<file path="src/rtl/ntcrack_host_link_if.sv">
`default_nettype none
// +----------------------------------------------------------------------+
// | ntcrack_host_link_if                                                  |
// | Host byte streams plus cracker hash/password signals.                 |
// | Rev 1.0                                                               |
// +----------------------------------------------------------------------+
interface ntcrack_host_link_if;
  logic [7:0] in_data;
  logic       in_valid;
  logic       in_ready;
  logic [7:0] new_hash_byte;
  logic       store_hash_byte;
  logic       go;
  logic       match_found;
  logic       your_turn;
  logic [7:0] password_byte;
  logic [7:0] out_data;
  logic       out_valid;
  logic       out_ready;
  logic       busy;

  modport slave (
    input  in_data, in_valid, match_found, your_turn, password_byte, out_ready,
    output in_ready, new_hash_byte, store_hash_byte, go, out_data, out_valid, busy
  );

  modport master (
    output in_data, in_valid, match_found, your_turn, password_byte, out_ready,
    input  in_ready, new_hash_byte, store_hash_byte, go, out_data, out_valid, busy
  );
endinterface
`default_nettype wire

</file>
<file path="src/rtl/ntcrack_host_link.sv">
`default_nettype none
// +----------------------------------------------------------------------+
// | ntcrack_host_link                                                     |
// | Loads a 16-byte hash into the cracker, returns password + newline.    |
// | Rev 1.0                                                               |
// +----------------------------------------------------------------------+
module ntcrack_host_link (
  input  wire logic          clk,
  input  wire logic          rst,
  ntcrack_host_link_if.slave link
);

  typedef enum logic [2:0] {
    S_LOAD    = 3'd0,
    S_START   = 3'd1,
    S_WAIT    = 3'd2,
    S_COLLECT = 3'd3,
    S_SEND    = 3'd4,
    S_TERM    = 3'd5
  } state_e;

  state_e     state_q, state_d;
  logic [4:0] load_cnt_q, load_cnt_d;
  logic [4:0] len_q, len_d;
  logic [4:0] rd_idx_q, rd_idx_d;
  logic [7:0] hash_byte_q, hash_byte_d;
  logic       store_q, store_d;
  logic       go_q, go_d;
  logic [7:0] pw_mem_q [16];
  logic       mem_we;
  logic       w_accept;
  logic       w_capture;

  assign w_accept  = link.in_valid && (state_q == S_LOAD);
  // A strobe arriving together with match_found in WAIT is the first password byte.
  assign w_capture = link.your_turn &&
                     ((state_q == S_COLLECT) || ((state_q == S_WAIT) && link.match_found));

  always_comb begin
    state_d     = state_q;
    load_cnt_d  = load_cnt_q;
    len_d       = len_q;
    rd_idx_d    = rd_idx_q;
    hash_byte_d = hash_byte_q;
    store_d     = 1'b0;
    go_d        = 1'b0;
    mem_we      = 1'b0;

    case (state_q)
      S_LOAD: begin
        if (w_accept) begin
          hash_byte_d = link.in_data;
          store_d     = 1'b1;
          load_cnt_d  = load_cnt_q + 5'd1;
          if (load_cnt_q == 5'd15) state_d = S_START;
        end
      end
      S_START: begin
        go_d    = 1'b1;
        state_d = S_WAIT;
      end
      S_WAIT: begin
        if (link.match_found) state_d = S_COLLECT;
      end
      S_COLLECT: ;
      S_SEND: begin
        if (link.out_ready) begin
          if (rd_idx_q == len_q - 5'd1) begin
            rd_idx_d = 5'd0;
            state_d  = S_TERM;
          end else begin
            rd_idx_d = rd_idx_q + 5'd1;
          end
        end
      end
      S_TERM: begin
        if (link.out_ready) begin
          state_d    = S_LOAD;
          load_cnt_d = 5'd0;
          len_d      = 5'd0;
          rd_idx_d   = 5'd0;
        end
      end
      default: state_d = S_LOAD;
    endcase

    // A 0x00 terminator is never stored; an empty password skips SEND.
    if (w_capture) begin
      if (link.password_byte == 8'h00) begin
        state_d = (len_q == 5'd0) ? S_TERM : S_SEND;
      end else begin
        mem_we = 1'b1;
        len_d  = len_q + 5'd1;
        if (len_q == 5'd15) state_d = S_SEND;
      end
    end
  end

  always_ff @(posedge clk) begin
    if (rst) begin
      state_q     <= S_LOAD;
      load_cnt_q  <= 5'd0;
      len_q       <= 5'd0;
      rd_idx_q    <= 5'd0;
      hash_byte_q <= 8'h00;
      store_q     <= 1'b0;
      go_q        <= 1'b0;
    end else begin
      state_q     <= state_d;
      load_cnt_q  <= load_cnt_d;
      len_q       <= len_d;
      rd_idx_q    <= rd_idx_d;
      hash_byte_q <= hash_byte_d;
      store_q     <= store_d;
      go_q        <= go_d;
    end
  end

  always_ff @(posedge clk) begin
    if (mem_we) pw_mem_q[len_q[3:0]] <= link.password_byte;
  end

  // Outputs are gated by rst so an asserted reset silences the link at once.
  assign link.in_ready        = !rst && (state_q == S_LOAD);
  assign link.busy            = !rst && (state_q != S_LOAD);
  assign link.out_valid       = !rst && ((state_q == S_SEND) || (state_q == S_TERM));
  assign link.store_hash_byte = !rst && store_q;
  assign link.go              = !rst && go_q;
  assign link.new_hash_byte   = hash_byte_q;
  assign link.out_data        = rst                  ? 8'h00 :
                                (state_q == S_SEND)  ? pw_mem_q[rd_idx_q[3:0]] :
                                (state_q == S_TERM)  ? 8'h0A : 8'h00;

endmodule
`default_nettype wire

</file>
<file path="src/flat_wrapper.sv">
// flat-port wrapper written by rule: the top's interface ports become plain ports
module ntcrack_host_link_flat 
  (clk, rst, link_in_data, link_in_valid, link_match_found, link_your_turn, link_password_byte, link_out_ready, link_in_ready, link_new_hash_byte, link_store_hash_byte, link_go, link_out_data, link_out_valid, link_busy);
  ntcrack_host_link_if link_i ();
  input  wire logic clk;
  input  wire logic rst;
  input wire logic [$bits(link_i.in_data)-1:0] link_in_data;
  input wire logic [$bits(link_i.in_valid)-1:0] link_in_valid;
  input wire logic [$bits(link_i.match_found)-1:0] link_match_found;
  input wire logic [$bits(link_i.your_turn)-1:0] link_your_turn;
  input wire logic [$bits(link_i.password_byte)-1:0] link_password_byte;
  input wire logic [$bits(link_i.out_ready)-1:0] link_out_ready;
  output wire logic [$bits(link_i.in_ready)-1:0] link_in_ready;
  output wire logic [$bits(link_i.new_hash_byte)-1:0] link_new_hash_byte;
  output wire logic [$bits(link_i.store_hash_byte)-1:0] link_store_hash_byte;
  output wire logic [$bits(link_i.go)-1:0] link_go;
  output wire logic [$bits(link_i.out_data)-1:0] link_out_data;
  output wire logic [$bits(link_i.out_valid)-1:0] link_out_valid;
  output wire logic [$bits(link_i.busy)-1:0] link_busy;
  assign link_i.in_data = link_in_data;
  assign link_i.in_valid = link_in_valid;
  assign link_i.match_found = link_match_found;
  assign link_i.your_turn = link_your_turn;
  assign link_i.password_byte = link_password_byte;
  assign link_i.out_ready = link_out_ready;
  assign link_in_ready = link_i.in_ready;
  assign link_new_hash_byte = link_i.new_hash_byte;
  assign link_store_hash_byte = link_i.store_hash_byte;
  assign link_go = link_i.go;
  assign link_out_data = link_i.out_data;
  assign link_out_valid = link_i.out_valid;
  assign link_busy = link_i.busy;
  ntcrack_host_link u_core (.clk(clk), .rst(rst), .link(link_i));
endmodule
</file>
<file path="config.mk">
export PLATFORM = sky130hd
export DESIGN_NAME = ntcrack_host_link_flat
export DESIGN_NICKNAME = d
export VERILOG_FILES = /design/src/rtl/ntcrack_host_link_if.sv /design/src/rtl/ntcrack_host_link.sv /design/src/flat_wrapper.sv
export SDC_FILE = /design/constraint.sdc
export NUM_CORES = 1
export LEC_CHECK = 0
export ABC_AREA = 1
export CAP_MARGIN = 0
export CORE_ASPECT_RATIO = 1.5
export CORE_MARGIN = 2
export CORE_UTILIZATION = 55
export CTS_BUF_LIST = sky130_fd_sc_hd__clkbuf_4
export DETAILED_ROUTE_END_ITERATION = 6
export MAX_ROUTING_LAYER = met4
export PLACE_DENSITY = 0.78
export SETUP_SLACK_MARGIN = 0.15
export SYNTH_ARGS = -nofsm -noshare
export SYNTH_HDL_FRONTEND = slang
export SYNTH_SLANG_ARGS = --single-unit
</file>
<file path="constraint.sdc">
create_clock -name clk -period 1.74 [get_ports clk]
set_input_delay 0.348 -clock clk [delete_from_list [all_inputs] [get_ports clk]]
set_output_delay 0.348 -clock clk [all_outputs]
set_load 0.01 [all_outputs]
</file>
* After elaboration in Yosys (flattened, before gate mapping) *
Memories as Yosys holds them, arrays and structs flattened. A register that Yosys moved wholly into a read port is not among the register bits.
Index checks and enable logic that the tools add are counted.

word-level totals
  input port bits = 22
  output and inout bits = 21
  RAM bits = 128
  register bits after elaboration = 28
  logic and storage cells = 77
  memories = 1

memories
  name             depth  width  read ports  clocked after Yosys merged registers in  wr ports  RTL line                 text
  u_core.pw_mem_q  16     8      1           1                                        1         ntcrack_host_link.sv:29  logic [7:0] pw_mem_q [16];

operators by class
  bitwise logic cells = 1
  reduce and logical (&&, ||, !) cells = 21
  multiplexer cells = 32
  $add $sub $neg = 4
  equality and inequality tests = 11

operators by type and width
  operator             number
  $mux 5               8
  $mux 3               9
  $pmux 5 s2           2
  $pmux 3 s6           1
  $mux 8               2
  $add 5x1->5 const B  3
  $mux 4               3
  $eq 5x4->1 const B   2
  $logic_and 1x1->1    8
  $logic_not 8->1      1
  $mux 1               7
  $eq 3x2->1 const B   2
  $eq 3x3->1 const B   2
  $reduce_and 3->1     2
  $eq 5x5->1           1
  $logic_not 5->1      1
  $sub 5x1->5 const B  1
  $ne 2x2->1 const B   2
  $reduce_bool 2->1    2
  $eq 3x1->1 const B   1
  $logic_not 3->1      1
  $reduce_bool 3->1    1
  $logic_or 1x1->1     2
  $ne 2x1->1 const B   1
  4 further kinds      4

* Longest topological paths before layout *
Gate-level depths: netlist (run 1).

  word-level depth = 8
  gate-level depth with buffers = 12
  mapped depth without buffers = 12

* Worst setup path before layout (run 1) *
OpenSTA, ideal clock, no wires.

  path kind = flip-flop to flip-flop
  start point = register u_core.state_q[1]
  end point = memory u_core.pw_mem_q[0][0] (enable)
  arrival = 1.421 ns
  stages on the path, launching flop included = 8
  required time = 1.370 ns
  setup slack = -0.051 ns
  cells stage by stage = dfxtp_1 nand2_1 nor2_2 nand2_1 nor2_4 buf_6 nand2_1 nor2_1

on the way
  cells in the longest elaborated chain, start to end = 7
  elaborated cells between the ends (all ways) = 8

ends and longest elaborated chain
  element                           RTL line                  text
  start, declared                   ntcrack_host_link.sv:22   state_e state_q, state_d;
  start signal, assigned            ntcrack_host_link.sv:109  state_q <= state_d;
  $eq 3x2->1                        ntcrack_host_link.sv:37   ((state_q == S_COLLECT) || ((state_q == S_WAIT) && link.match_found));
  $logic_and 1x1->1                 ntcrack_host_link.sv:37
  $logic_or 1x1->1 (*)              ntcrack_host_link.sv:37
  $logic_and 1x1->1 (*)             ntcrack_host_link.sv:36   assign w_capture = link.your_turn &&
  $mux 1 (*)                        ntcrack_host_link.sv:88   if (w_capture) begin
  $mux 1 (*)                        ntcrack_host_link.sv:120  if (mem_we) pw_mem_q[len_q[3:0]] <= link.password_byte;
  $mux 1 (not written as such) (*)  ntcrack_host_link.sv:120
  end, declared                     ntcrack_host_link.sv:29

Mark *: on every way between the ends. The rest lies on a longest branch, timed or not.

==> results, run 1 <==
- The peak clock frequency supported by timing is about 400 MHz.
- Summing all non-filler instances in the final layout gives an area of 0.00934 mm2.
- The number of pins with negative max-slew slack in the final report is 0.
- The worst hold path class is input port to flip-flop.
- The utilization of the core after routing is 0.773.
- In this run the critical register-to-register path is launched from u_core.state_q[1].
- The via count of the first global-routing pass is 5519.
- TritonCTS built the clock tree.
- In the routed design, unresolved DRC markers number 0.
- Synthesis produced a netlist with a net count of 681.
- The total number of clock tree sinks is 160.
- The flow ran to the end, but the final reports show violations.
- The number of storage elements in the synthesis netlist is 160.
- Relative to the synthesized area, the layout overhead comes to 36.6%.
- The checks that failed: negative setup slack.
- The initialized floorplan defines 49 standard-cell rows.
- The net total in the final layout is between 800 and 900.
- Headroom to the max-slew limit came out at 0.701.
- The worst register-to-register path has a setup slack of -0.03 ns.
- The max-capacitance violation count is 0.
- The final setup violation count is 29.
- The die covers 0.0134 mm2.
- During I/O placement, the number of pins put on the boundary was between 40 and 50.
- STA classifies the critical path startpoint as a flip-flop.
- In this run the deepest clock path goes through 2 buffers.
- After synthesis the cells add up to 0.00684 mm2.
- By area the synthesized netlist is led by sky130_fd_sc_hd__edfxtp_1 (56%), sky130_fd_sc_hd__dfxtp_1 (9.4%), sky130_fd_sc_hd__nand2_1 (6.1%), sky130_fd_sc_hd__nor2_1 (5.8%), sky130_fd_sc_hd__o21ai_0 (4.7%).
- Of the available clock period, the critical path in the final layout requires 1.43.
- The total area inside the core boundary comes to approximately 0.012 mm2.
- For this run, the number of Yosys warnings is 0.
- The clock slew seen by the registers of the worst setup and hold paths is ~0.15 ns.
- The wire length of the first global-routing pass is 27900 um.
- The final-layout setup total negative slack is -6.65 ns.
- Final hold analysis gives a worst-case slack of 0.330 ns.
- The overall fraction of global-route tracks in use is 0.291.
- The number of antenna violations at the first check in global routing is 0.
- The global placement routability congestion is approximately 0.94.
- Of the synthesized area, sequential elements account for 0.656.
- For the pin with the worst max-slew slack, the measured transition is about 0.45 ns.
- Dividing the detail-routed wire length by the instance count gives roughly 22 um.
- The smallest clock period supported by the final layout is computed as between 2 and 2.5 ns.
- The worst reg2reg path depth is 11.
- The initial utilization of the core area, before any placement, comes to 0.566.
- The cell sitting at the root of the clock tree is a sky130_fd_sc_hd__clkbuf_4.
- The worst flop-to-flop path endpoint is u_core.load_cnt_q[3].
- The share of synthesized area in the top cell type comes to 0.562.
- After detailed placement, the total cell area comes to between 0.008 and 0.009 mm2.
- STA puts the critical path data required time at ~1.4 ns.
- Counting every instance in the synthesized netlist gives 650.
- The die extent in y is approximately 140 um.
- Once routing completed, OpenROAD measured the worst setup slack at -0.756 ns.
- The detailed-routing iteration count for the pre-antenna-repair pass is 6.
- The critical path capture point is link_out_data[4].
- The remaining global-route overflow is 0.
- The arrival time of the worst setup path is 2.15 ns.
- The fraction of final layout cells with drive strength greater than 1 is 0.355.
- The placement-stage worst setup slack is -0.645 ns.
- The routed layout has around 5800 vias.
- The per-cell via count in the routed design is roughly 6.1.
- The worst ir drop on vdd is 0.475 mV.
- The netlist uses 37 different library cells.
- The worst setup path is captured at an output pin.
- The routed wire length is approximately 21000 um.
- The iteration-0 DRC count of the detailed router is a little over 700.
- The flip-flop cell with the highest count after synthesis is sky130_fd_sc_hd__edfxtp_1.
- The hold-fix buffer count after cts is 0.
- At the later pin of the worst-skew pair, clock insertion delay measures around 0.58 ns.
- In this run the tool buffered the top-level ports with 42 buffer cells.
- The largest driver fanout on the critical path is 17.
- Setup repair after global routing could not meet its margin everywhere.
- The width of the die is approximately 95 um.
- Clock skew on the completed layout was measured at approximately 0.026 ns.
- The share of synthesized registers carrying an async set or reset is 0.
- The estimated wirelength of the detail-placed design is about 12000 um.
- The H-tree was split into 4 levels.
- The mean post-synth cell area is 10.5 um2.
- The start-to-end type of the worst setup path is flip-flop to output pin.
- The clock buffer count from CTS is 17.
- Summed over all instances, the cell type with the most area after synthesis is sky130_fd_sc_hd__edfxtp_1.
- Counting flops with a built-in enable in the synthesized netlist gives around 130.
- The leakage power is approximately 3.5 nW.
- The final-report hold violation count is 0.
- The detail route stage leaves a number of antenna-violating nets equal to 0.
- The power per cell area is roughly 740 mW/mm2.
- The number of filler cells placed in the layout is about 660.
- The pin count of the biggest net entering global routing is 27.
-- flip-flops by register name (all words and copies together), names as in the netlist, named ones only --
name                       cells
u_core.go_q                    1
u_core.len_q                   5
u_core.link.new_hash_byte      8
u_core.load_cnt_q              5
u_core.pw_mem_q              128
u_core.rd_idx_q                5
u_core.state_q                 3
u_core.store_q                 1
-- synthesized netlist by cell type (all sizes together), types with 5 or more instances --
| cell | instances |
|---|---|
| o21bai | 8 |
| edfxtp | 128 |
| inv | 38 |
| dfxtp | 32 |
| ha | 9 |
| clkbuf | 11 |
| o221ai | 6 |
| nand2 | 115 |
| a21oi | 27 |
| nor3 | 5 |
| nor2 | 112 |
| nand3 | 38 |
| buf | 19 |
| o21ai | 76 |
| o22ai | 10 |
-- worst min-delay path by stage --
stage,from,endpoint,slack [ns],depth (start not counted)
global route,link_in_valid,u_core.store_q,0.38,3
global placement,u_core.link.new_hash_byte[2],u_core.link.new_hash_byte[2],0.45,2
CTS,link_in_data[7],u_core.link.new_hash_byte[7],0.35,3
floorplan,u_core.load_cnt_q[4],u_core.load_cnt_q[4],0.44,2
finish,link_in_data[7],u_core.link.new_hash_byte[7],0.33,3
detailed placement,u_core.load_cnt_q[4],u_core.load_cnt_q[4],0.46,2
-- layer usage --
metal / GRT usage / vias up / part of all wire
li1: - / 2547 / -
met2: 0.504 / 419 / 0.54
met1: 0.302 / 2756 / 0.33
met3: 0.0576 / 99 / 0.080
met4: 0.166 / 0 / 0.059
met5: - / - / 0
-- power breakdown --
part           switching (W)  internal (W)
registers          0.0000124       0.00413
logic               0.000145      0.000118
clock network        0.00146       0.00102
-- stage by stage --
step,std cells,total power (W)
2_1_floorplan,650,0.00430
3_3_place_gp,888,0.00446
3_5_place_dp,888,0.00447
4_1_cts,935,0.00676
5_1_grt,955,0.00702
6_report,956,0.00688
-- cell families (layout without fill, tap and decap cells) --
kind of cell	after synthesis	count (layout)	share of synthesized area
buffers and inverters	69	221	0.0450
DFF	160	160	0.656
adders and majority gates	9	9	0.0165
and+or+nand+nor	276	276	0.169
AOI/OAI and AO/OA	134	134	0.111
xor gates and xnor gates	2	2	0.00256
other	0	1	0
-- repair_timing --
item	CTS	global route
setup endpoints to repair	168	176
pin swaps	19	42
buffers inserted	13	18
gates cloned	2	3
gates resized for setup	155	103
-- critical path, cell delays in order, from the launching register on --
cell                       delay, ns
sky130_fd_sc_hd__dfxtp_4        0.43
sky130_fd_sc_hd__buf_12         0.13
sky130_fd_sc_hd__clkinv_8       0.08
sky130_fd_sc_hd__buf_12         0.15
sky130_fd_sc_hd__o21ai_0        0.22
sky130_fd_sc_hd__o22ai_1        0.15
sky130_fd_sc_hd__o21ai_2        0.20
sky130_fd_sc_hd__a21oi_2        0.07
sky130_fd_sc_hd__buf_2          0.14
-- layout by cell type, fill, tap and decap left out, types with 3 or more instances in the layout --
master / netlist / final
sky130_fd_sc_hd__nor2_4: 3 / 22
sky130_fd_sc_hd__o21ai_0: 64 / 38
sky130_fd_sc_hd__edfxtp_1: 128 / 128
sky130_fd_sc_hd__buf_12: 0 / 19
sky130_fd_sc_hd__nand2_2: 3 / 18
sky130_fd_sc_hd__inv_6: 0 / 4
sky130_fd_sc_hd__dlygate4sd2_1: 0 / 5
sky130_fd_sc_hd__nor3_1: 5 / 4
sky130_fd_sc_hd__inv_2: 3 / 7
sky130_fd_sc_hd__dfxtp_4: 0 / 3
sky130_fd_sc_hd__o21bai_1: 8 / 6
sky130_fd_sc_hd__clkdlybuf4s50_1: 0 / 20
sky130_fd_sc_hd__nand3_1: 38 / 23
sky130_fd_sc_hd__clkbuf_4: 0 / 17
sky130_fd_sc_hd__clkinv_4: 0 / 3
sky130_fd_sc_hd__nor2_1: 105 / 75
sky130_fd_sc_hd__nand2_8: 0 / 4
sky130_fd_sc_hd__nor2_2: 4 / 15
sky130_fd_sc_hd__buf_4: 2 / 54
sky130_fd_sc_hd__nand2_1: 112 / 91
sky130_fd_sc_hd__o221ai_1: 6 / 6
sky130_fd_sc_hd__buf_2: 13 / 11
sky130_fd_sc_hd__buf_6: 3 / 27
sky130_fd_sc_hd__a21oi_1: 26 / 15
sky130_fd_sc_hd__a21oi_2: 1 / 11
sky130_fd_sc_hd__dfxtp_2: 0 / 7
sky130_fd_sc_hd__o21ai_2: 1 / 12
sky130_fd_sc_hd__inv_1: 34 / 28
sky130_fd_sc_hd__ha_1: 9 / 6
sky130_fd_sc_hd__dfxtp_1: 32 / 22
sky130_fd_sc_hd__nand3_2: 0 / 15
sky130_fd_sc_hd__o21ai_1: 11 / 26
sky130_fd_sc_hd__buf_8: 0 / 6
sky130_fd_sc_hd__o22ai_1: 10 / 9
sky130_fd_sc_hd__bufinv_16: 0 / 3
sky130_fd_sc_hd__clkbuf_16: 0 / 3
-- layout make-up --
| class | instances | area (um2) | share of cell area |
|---|---|---|---|
| flip-flops and latches | 160 | 4500 | 0.482 |
| multi-input cells | 421 | 2560 | 0.275 |
| repair buffers | 149 | 1580 | 0.170 |
| well taps | 153 | 191 | 0.0205 |
| clock inverters | 15 | 183 | 0.0196 |
| inverters | 39 | 166 | 0.0178 |
| clock buffers | 17 | 128 | 0.0137 |
| repair inverters | 1 | 16.3 | 0.00174 |
| diodes | 1 | 2.50 | 0.000268 |
(Power assumes the default switching activity.)
==> run 2: changes to the inputs <==
Settings changed: CORE_MARGIN 2 to 1.
==> run 2 against run 1 <==
Net effect: the run still ends with negative setup slack left; largest power group unchanged; first-iteration DRC count shrank 8.2%; non-clock buffer count shrank 1; critical path type unchanged; final cell count shrank 0.21%; via count shrank 1.3%; count of clock-buffer cells in the layout grew 1.
==> results, run 2 (same netlist as run 1, synthesis figures left out) <==
- The flow ran to the end, but the final reports show violations.
- The checks that failed: negative setup slack.
- The path with the worst hold slack has its endpoint at u_core.store_q.
- The placement-stage worst setup slack was -0.650 ns (-0.00455 ns).
- The detailed-routing iteration count for the pre-antenna-repair pass is 7 (+1).
- The library cell used most frequently in the layout, excluding fill and tap cells, is sky130_fd_sc_hd__edfxtp_1.
- The setup clock skew after layout is 0.0213 ns (-0.00459 ns).
- The number of antenna violations at the first check in global routing is 1 (+1).
- The net total in the final layout is 818 (-0.24%).
- The depth of the worst hold-timing path is 3 (unchanged).
- The internal power component is 0.00513 W (-2.6%).
- The clock network fraction of design power is 0.342 (-0.017).
- The total I/O pin count is 43 (unchanged).
- Setup repair after global routing could not meet its margin everywhere.
- The number of filler cells placed in the layout was 637 (-2.9%).
- The post-layout minimum cycle time came to 2.55 ns (+0.0524 ns).
- The pin count of the biggest net entering global routing is 21 (-22%).
- The clock slew seen by the registers of the worst setup and hold paths was 0.13 ns (-0.02 ns).
- The largest driver fanout on the critical path came to 7 (-10).
- The worst ir drop on vdd came to 0.458 mV (-3.7%).
- The initial cell density of the core is 0.566 (unchanged).
- The overall fraction of global-route tracks in use is 0.301 (+0.0100).
- The number of buffers on the longest clock path is 2 (unchanged).
- The total number of clock tree sinks is 160 (unchanged).
- The power per cell area is 715 mW/mm2 (-3.0%).
- The worst setup path is captured at an output pin.
- The per-cell via count in the routed design is 6.02 (-1.1%).
- The peak clock frequency supported by timing was 392 MHz (-2.1%).
- The DRC violation count after routing is 0 (unchanged).
- The final-report hold violation count is 0 (unchanged).
- The register-to-register path setup slack is -0.26 ns (-0.23 ns).
- The share of total power in combinational logic came to 0.037 (about the same).
- The average wire per cell in the routed design is 21.0 um (-2.2%).
- The category of the worst setup path launch point is a flip-flop.
- The number of port buffers is 42 (unchanged).
- The clock latency at the later pin of the worst-skew pair is 0.57 ns (about the same).
- The worst setup path is of the flip-flop to output pin kind.
- The die extent in y is 139 um (-1.4%).
- The area overhead of the layout relative to synthesis came to 36.5% (about the same).
- The number of levels the H-tree was split into is 4 (unchanged).
- The clock buffer count from CTS was 17 (unchanged).
- The arrival time of the worst setup path came to 2.20 ns (+0.05 ns).
- The worst reg2reg path depth was 11 (unchanged).
- The full die area is 0.0129 mm2 (-3.5%).
- The data required time at the worst endpoint was 1.39 ns (about the same).
- The estimated wirelength of the detail-placed design was 11500 um (-1.5%).
- The remaining global-route overflow came to 0 (unchanged).
- The top cell types in the final layout, fill and taps aside, are sky130_fd_sc_hd__edfxtp_1 (128), sky130_fd_sc_hd__nand2_1 (99), sky130_fd_sc_hd__nor2_1 (69).
- The proportion of total power due to net switching is 0.231 (-0.00329).
- The remaining antenna violation count after routing is 0 (unchanged).
- The worst flop-to-flop path endpoint is u_core.pw_mem_q[0][1].
- The switching power is 0.00154 W (-4.4%).
- The width of the die is 93.0 um (-2.1%).
- The final setup violation count is 153 (+430%).
- The share of power burned in registers is 0.621 (+0.018).
- The iteration-0 DRC count of the detailed router came to 647 (-8.2%).
- The cell sitting at the root of the clock tree is a sky130_fd_sc_hd__clkbuf_4.
- The final worst setup slack is -0.808 ns (-0.0524 ns).
- The count of standard-cell rows came to 49 (unchanged).
- The CTS tree is yes.
- The leakage power is 3.40 nW (-1.8%).
- The worst hold path begins at rst.
- The routed wire length is 20100 um (-2.4%).
- The overall via count from detail_route is 5745 (-1.3%).
- The fraction of final layout cells with drive strength greater than 1 is 0.346 (-0.00911).
- The hold-fix buffer count after cts is 0 (unchanged).
- The worst relative slew slack is 0.690 (-0.0111).
- The utilization of the core after routing came to 0.773 (about the same).
- The startpoint of the most critical register-to-register path is u_core.state_q[1].
- The number of flip-flops under the largest register name is 128 (unchanged).
- The wire length of the first global-routing pass is 27700 um (-0.79%).
- The via count of the first global-routing pass was 5433 (-1.6%).
- The number of pins with negative max-slew slack in the final report was 0 (unchanged).
- The global placement routability congestion was 0.893 (-4.8%).
- The period utilization came to 1.46 (+0.0301).
- The core footprint came to 0.0121 mm2 (unchanged).
- The max-capacitance violation count is 0 (unchanged).
- The worst-margin pin slew came to 0.465 ns (+0.0178 ns).
- In this run the worst hold path is classified as input port to flip-flop.
## run 2: per-layer routing
metal	wire length, um	up-vias	global-route usage	share of wire
met1	6610	2765	0.311	0.33
met3	1250	96	0.0581	0.062
met2	10900	347	0.536	0.54
met5	0	-	-	0
met4	1280	0	0.149	0.064
li1	-	2537	-	-
## run 2: cell type report
type	count	area [um2]	area share
sequential	160	4500	0.482
multi-input combinational	421	2580	0.277
timing repair buffer	148	1600	0.172
tap	153	191	0.0205
inverter	39	164	0.0176
clock inverter	14	156	0.0168
clock buffer	18	135	0.0145
antenna	1	2.50	0.000268
## run 2: worst max-delay path, cell delays in order (launching register included)
cell	delay [ns]
sky130_fd_sc_hd__dfxtp_4	0.41
sky130_fd_sc_hd__buf_12	0.14
sky130_fd_sc_hd__buf_12	0.13
sky130_fd_sc_hd__nand2_1	0.09
sky130_fd_sc_hd__nand3_1	0.14
sky130_fd_sc_hd__nand3_1	0.17
sky130_fd_sc_hd__nand2_2	0.10
sky130_fd_sc_hd__a21oi_2	0.13
sky130_fd_sc_hd__nand2_1	0.07
sky130_fd_sc_hd__nand2_1	0.07
sky130_fd_sc_hd__inv_1	0.05
sky130_fd_sc_hd__buf_2	0.13
## run 2: power groups by stage
stage	Clock [W]	Sequential [W]	Combinational, W
after global placement	0	0.00423	0.000223
after detailed placement	0	0.00423	0.000230
after floorplan	0	0.00424	0.0000593
after CTS	0.00225	0.00414	0.000229
after global routing	0.00243	0.00415	0.000264
final	0.00228	0.00414	0.000246
## run 2: worst max-delay path by stage
stage	slack, ns	endpoint	from	cells after the start
detailed placement	-0.65	link_out_data[6]	rst	6
global placement	-0.58	link_out_data[2]	rst	6
floorplan	0.07	u_core.pw_mem_q[15][0]	u_core.state_q[0]	7
global route	-0.88	link_out_data[1]	flip-flop	11
finish	-0.81	link_out_data[1]	flip-flop	11
CTS	-0.67	link_out_data[6]	flip-flop	11
## run 2: timing repair
| item | 4_1_cts | 5_1_grt |
|---|---|---|
| resized for setup | 159 | 105 |
| gates cloned | 3 | 2 |
| buffers inserted | 20 | 13 |
| pin swaps | 52 | 36 |
| setup endpoints to repair | 165 | 176 |
## run 2: metrics by stage
step	total power (W)	setup TNS, ns	instance area [um2]	hold slack (ns)	cells
final	0.00667	-34.60	9340	0.277	954
after global routing	0.00684	-43.49	9340	0.254	954
after CTS	0.00663	-10.67	8840	0.254	938
after global placement	0.00446	-58.17	8080	0.445	883
after floorplan	0.00430	0	6980	0.439	650
after detailed placement	0.00446	-63.12	8080	0.450	883
